`config.mk`:
```
export PLATFORM = sky130hd
export DESIGN_NAME = synchronizer_lock_ctrl
export DESIGN_NICKNAME = d
export VERILOG_FILES = /design/src/rtl/synchronizer_lock_ctrl.sv
export SDC_FILE = /design/constraint.sdc
export NUM_CORES = 1
export LEC_CHECK = 0
export CORE_MARGIN = 2
export CORE_UTILIZATION = 60
export DETAILED_ROUTE_END_ITERATION = 16
export PLACE_DENSITY = 0.86
export SYNTH_ARGS = -nofsm -noshare
export SYNTH_HDL_FRONTEND = slang
export SYNTH_SLANG_ARGS = --single-unit
```
`constraint.sdc`:
```
create_clock -name clk -period 8.5 [get_ports clk]
set_input_delay 0.85 -clock clk [delete_from_list [all_inputs] [get_ports clk]]
set_output_delay 0.85 -clock clk [all_outputs]
set_load 0.02 [all_outputs]
```
`src/rtl/synchronizer_lock_ctrl.sv`:
```
// Sequencing controller for the synchronizer frequency regulator: holds it in reset,
// loads its period target, then tracks lock / loss-of-lock / fault from its measurements.
module synchronizer_lock_ctrl #(
  parameter int unsigned RST_CYCLES   = 4,
  parameter int unsigned TOL          = 2,
  parameter int unsigned LOCK_COUNT   = 8,
  parameter int unsigned UNLOCK_COUNT = 3,
  parameter int unsigned ACQ_TIMEOUT  = 64
) (
  input  logic       clk,
  input  logic       rst_n,
  input  logic       enable,
  input  logic [7:0] target_period,
  input  logic       psi,
  input  logic [8:0] duration,
  input  logic [7:0] adjusted_div,
  output logic       reg_rst,
  output logic [7:0] set_period,
  output logic       locked,
  output logic       fault,
  output logic [2:0] state,
  output logic [7:0] relock_cnt
);

  typedef enum logic [2:0] {
    S_IDLE      = 3'd0,
    S_RESET_REG = 3'd1,
    S_ACQUIRE   = 3'd2,
    S_LOCKED    = 3'd3,
    S_FAULT     = 3'd4
  } state_t;

  localparam logic [7:0] RST_LAST  = 8'(RST_CYCLES - 1);
  localparam logic [9:0] TOL_W     = 10'(TOL);
  localparam logic [8:0] LOCK_W    = 9'(LOCK_COUNT);
  localparam logic [8:0] UNLOCK_W  = 9'(UNLOCK_COUNT);
  localparam logic [8:0] TIMEOUT_W = 9'(ACQ_TIMEOUT);

  state_t     state_q, state_d;
  logic [7:0] set_period_q, set_period_d;
  logic [7:0] rst_cnt_q, rst_cnt_d;
  logic [7:0] good_cnt_q, good_cnt_d;
  logic [7:0] bad_cnt_q, bad_cnt_d;
  logic [7:0] meas_cnt_q, meas_cnt_d;
  logic [7:0] relock_q, relock_d;
  logic       psi_q;

  logic       meas, in_win, rail;
  logic [9:0] dur_w, sp_w, err;
  logic [8:0] good_next, bad_next, meas_next;

  // Error is formed 10 bits wide so duration=511 against a small target never wraps.
  assign meas      = psi_q & ~psi;
  assign dur_w     = {1'b0, duration};
  assign sp_w      = {2'b00, set_period_q};
  assign err       = (dur_w >= sp_w) ? (dur_w - sp_w) : (sp_w - dur_w);
  assign in_win    = (err <= TOL_W);
  assign rail      = (adjusted_div == 8'h00) || (adjusted_div == 8'hFF);
  assign good_next = {1'b0, good_cnt_q} + 9'd1;
  assign bad_next  = {1'b0, bad_cnt_q} + 9'd1;
  assign meas_next = {1'b0, meas_cnt_q} + 9'd1;

  always_comb begin
    state_d      = state_q;
    set_period_d = set_period_q;
    rst_cnt_d    = rst_cnt_q;
    good_cnt_d   = good_cnt_q;
    bad_cnt_d    = bad_cnt_q;
    meas_cnt_d   = meas_cnt_q;
    relock_d     = relock_q;
    if (state_q == S_IDLE) begin
      set_period_d = target_period;
      rst_cnt_d    = 8'd0;
      good_cnt_d   = 8'd0;
      bad_cnt_d    = 8'd0;
      meas_cnt_d   = 8'd0;
      relock_d     = 8'd0;
      if (enable) state_d = S_RESET_REG;
    end else if (!enable) begin
      state_d = S_IDLE;
    end else begin
      case (state_q)
        S_RESET_REG: begin
          rst_cnt_d = rst_cnt_q + 8'd1;
          if (rst_cnt_q == RST_LAST) state_d = S_ACQUIRE;
        end
        S_ACQUIRE: if (meas) begin
          meas_cnt_d = meas_next[7:0];
          good_cnt_d = in_win ? good_next[7:0] : 8'd0;
          if (rail)                            state_d = S_FAULT;
          else if (in_win && good_next == LOCK_W) state_d = S_LOCKED;
          else if (meas_next == TIMEOUT_W)     state_d = S_FAULT;
        end
        S_LOCKED: if (meas) begin
          bad_cnt_d = in_win ? 8'd0 : bad_next[7:0];
          if (rail) begin
            state_d = S_FAULT;
          end else if (!in_win && bad_next == UNLOCK_W) begin
            state_d    = S_ACQUIRE;
            relock_d   = (relock_q == 8'hFF) ? relock_q : relock_q + 8'd1;
            good_cnt_d = 8'd0;
            bad_cnt_d  = 8'd0;
            meas_cnt_d = 8'd0;
          end
        end
        default: ;
      endcase
    end
  end

  always_ff @(posedge clk or negedge rst_n) begin
    if (!rst_n) begin
      state_q      <= S_IDLE;
      set_period_q <= 8'd0;
      rst_cnt_q    <= 8'd0;
      good_cnt_q   <= 8'd0;
      bad_cnt_q    <= 8'd0;
      meas_cnt_q   <= 8'd0;
      relock_q     <= 8'd0;
      psi_q        <= 1'b0;
    end else begin
      state_q      <= state_d;
      set_period_q <= set_period_d;
      rst_cnt_q    <= rst_cnt_d;
      good_cnt_q   <= good_cnt_d;
      bad_cnt_q    <= bad_cnt_d;
      meas_cnt_q   <= meas_cnt_d;
      relock_q     <= relock_d;
      psi_q        <= psi;
    end
  end

  assign state      = state_q;
  assign set_period = set_period_q;
  assign relock_cnt = relock_q;
  assign locked     = (state_q == S_LOCKED);
  assign fault      = (state_q == S_FAULT);
  assign reg_rst    = (state_q == S_IDLE) || (state_q == S_RESET_REG) || (state_q == S_FAULT);

endmodule

```
==> results.toml <==
[routing]
postRouteAntennaNets = 0
first_iter_violations = 196
wire_per_inst_um = 15.95
wl_um = 9314
dr.pass1.iters = 4
num_vias = 3607
drc = 0
vias_per_cell = 6.176

[clock_tree]
clock_path_buffers = 2
cts.clk_slew.worst_paths_ns = 0.10
cts_buffers = 5
postCtsSetupBuffers = 0
cts_hold_buf = 0
cts_resized = 0
clockRootBuffer = "clkbuf_8"
insertion_delay_ns = 0.32
htree_levels = 2
clock-sinks = 52
cts_tree = "yes"

[outcome]
status = "complete, no violations"

[timing]
slew_headroom_pct = 29.31
fmax_mhz = 214.4
min_period_ns = 4.663
setup_viol_count_final = 0
fin_worst_skew_ns = 0.02226
rsz0062_at_grt = "false"
post-route-period-util_pct = 54.86
tightestPinTransition_ns = 1.053
slew_viol_final = 0
finalSetupTns_ns = 0
hold_violations = 0

[power_and_ir_drop]
p_sw_mw = 0.5514
vdd_ir_drop_max_mv = 0.1505
p_leak_nw = 1.934
p_comb_share_pct = 56.8
power.internal_mw = 0.6416
swShare_pct = 46.22
p_seq_share_pct = 27.6
p_per_area_nw_per_um2 = 265.4
clkPwrFrac_pct = 15.6

[layout]
antenna_cells = 0
layout-drive-gt1-share_pct = 5.523
nFillCells = 519
design_area_sq_um = 4496
regArea_sq_um = 1301
multi_input_area_sq_um = 2354
syn2layout_area_growth_pct = 17.04
layout.nets = 560
final_cells = 584

[critical_path]
crit_fanout = 13
cp-start-kind = "input pin"
rrSetupSlack_ns = 4.50
reg2reg_from = "set_period[0]"
end_kind = "register"
path_class = "in2reg"
critPathRequiredTime_ns = 8.74
cp.arrival_ns = 4.90
r2r_cells = 11
reg2reg_to = "good_cnt_q[5]"
crit_end = "good_cnt_q[5]"
startpoint = "duration[0]"

[global_route]
grt_overflow = 0
grt_pass1_wl_um = 15870
antenna_found_initial = 0
grt_pass1_vias = 3523
grt_start_max_net_pins = 53
grt_use_total_pct = 27.17

[die]
io_pins = 51
core_sq_um = 6277
die_width_um = 84.01
dieHeight_um = 84.01
start_util_pct = 61.19
dieArea_sq_um = 7058
rows = 29

[logic_synthesis]
synth-async-reset-ratio_pct = 100.0
syn-num-nets = 517
synth_most_common_cell = "dfrtp_1"
synthesis.area_sq_um = 3841
synth_top_area_cell = "dfrtp_1"
synth_edf_count = 0
yosys-top-cells-count = "dfrtp_1 (52), nand2_1 (47), nor2_1 (43)"
synth.top_cell.area_share_pct = 33.88
synth_cells = 463
ys_ff_latch = 52
syn_area_per_cell_sq_um = 8.296
synth_ff_type = "dfrtp_1"
yosysUniqueCellTypes = 65
synth-seq-area-share_pct = 33.88
yosys_warnings = 0
synthTopCellsByArea = "dfrtp_1 (34%), ha_1 (7.5%), nand2_1 (4.6%)"

[placed_design]
gp_congestion = 0.8966
dpl.hpwl_um = 6830
placed_cells = 576
postPlaceCellArea_sq_um = 4374
portBuffers = 50

[worst_hold_path]
min_path_type = "reg2reg"
hp-start = "meas_cnt_q[7]"

[job]
maxCapViolCount = 0
kinds of logic (layout without fill, tap and decap cells):
| family | count (synthesis) | after routing | share of synthesized area [%] |
|---|---|---|---|
| buffers and inverters | 46 | 90 | 4.919 |
| AOI/OAI and AO/OA | 133 | 133 | 23.06 |
| muxes | 7 | 7 | 1.857 |
| xor gates and xnor gates | 18 | 18 | 4.104 |
| adders and majority gates | 25 | 25 | 8.534 |
| and+or+nand+nor | 182 | 182 | 23.65 |
| DFF | 52 | 52 | 33.88 |
power by group through the flow:
stage	Clock [mW]	Sequential (mW)	Combinational (mW)
5_1_grt	0.195	0.336	0.746
2_1_floorplan	0	0.343	0.469
3_3_place_gp	0	0.330	0.651
4_1_cts	0.188	0.327	0.672
6_report	0.186	0.329	0.678
3_5_place_dp	0	0.333	0.668
worst min path at each step:
stage | end | slack [ns] | cells past startpoint
floorplan | meas_cnt_q[7] | 0.47 | 1
global placement | meas_cnt_q[7] | 0.49 | 1
detailed placement | meas_cnt_q[7] | 0.49 | 1
CTS | meas_cnt_q[7] | 0.51 | 1
global route | meas_cnt_q[7] | 0.53 | 1
finish | meas_cnt_q[7] | 0.50 | 1
layout make-up:
type / instances / area share (%)
Clock buffer: 6 / 1.837
Clock inverter: 2 / 0.8628
Inverter: 30 / 2.505
Multi-Input combinational cell: 365 / 52.35
Sequential cell: 52 / 28.95
Tap cell: 77 / 2.143
Timing Repair Buffer: 52 / 11.36
per-layer routing:
metal,GRT usage [%],share of wire (%),vias to the layer above
met2,46.62,49,113
met4,9.238,1.5,0
met3,4.451,5.6,12
met5,0,0,-
li1,-,-,1752
met1,34.84,44,1730
worst max-delay path, stage by stage:
cell             delay (ns)
clkdlybuf4s50_1        0.50
inv_1                  0.07
ha_1                   0.23
fa_1                   0.40
nand2b_1               0.20
a21oi_1                0.28
o21bai_1               0.17
a211oi_1               0.27
a21oi_1                0.08
xnor2_1                0.83
nand3_1                0.47
o21ai_0                0.35
o22a_1                 0.20
sequential cells by signal, indices dropped and copies added (netlist names):
| name | cells |
|---|---|
| bad_cnt_q | 8 |
| good_cnt_q | 8 |
| meas_cnt_q | 8 |
| relock_cnt | 8 |
| rst_cnt_q | 8 |
| set_period | 8 |
| state | 3 |
| psi_q | 1 |
metrics by stage:
step	hold WS [ns]	utilization, %	total power, mW	setup WS (ns)
2_1_floorplan	0.4711	-	0.8117	4.799
3_3_place_gp	0.4854	69.68	0.9808	3.866
3_5_place_dp	0.4949	69.68	1.000	3.637
4_1_cts	0.5086	71.62	1.187	3.905
5_1_grt	0.5342	71.62	1.277	3.412
6_report	0.5033	71.62	1.193	3.837
cell usage in the layout (no fill, tap or decap), drive strengths merged, types with 4 or more instances in the layout:
master / instances
and3: 11
o21a: 5
a2111oi: 6
nand4: 5
nand2b: 5
xnor2: 12
nor2: 43
inv: 30
nand2: 47
or2: 4
nor4: 4
clkbuf: 6
o21ai: 33
mux2i: 6
nand3: 20
or3: 11
clkdlybuf4s50: 49
nor2b: 8
nor3: 12
a21o: 4
a21oi: 34
a31oi: 15
a211oi: 5
dfrtp: 52
xor2: 6
ha: 23
Note: power is estimated with default switching activity, not from simulation.
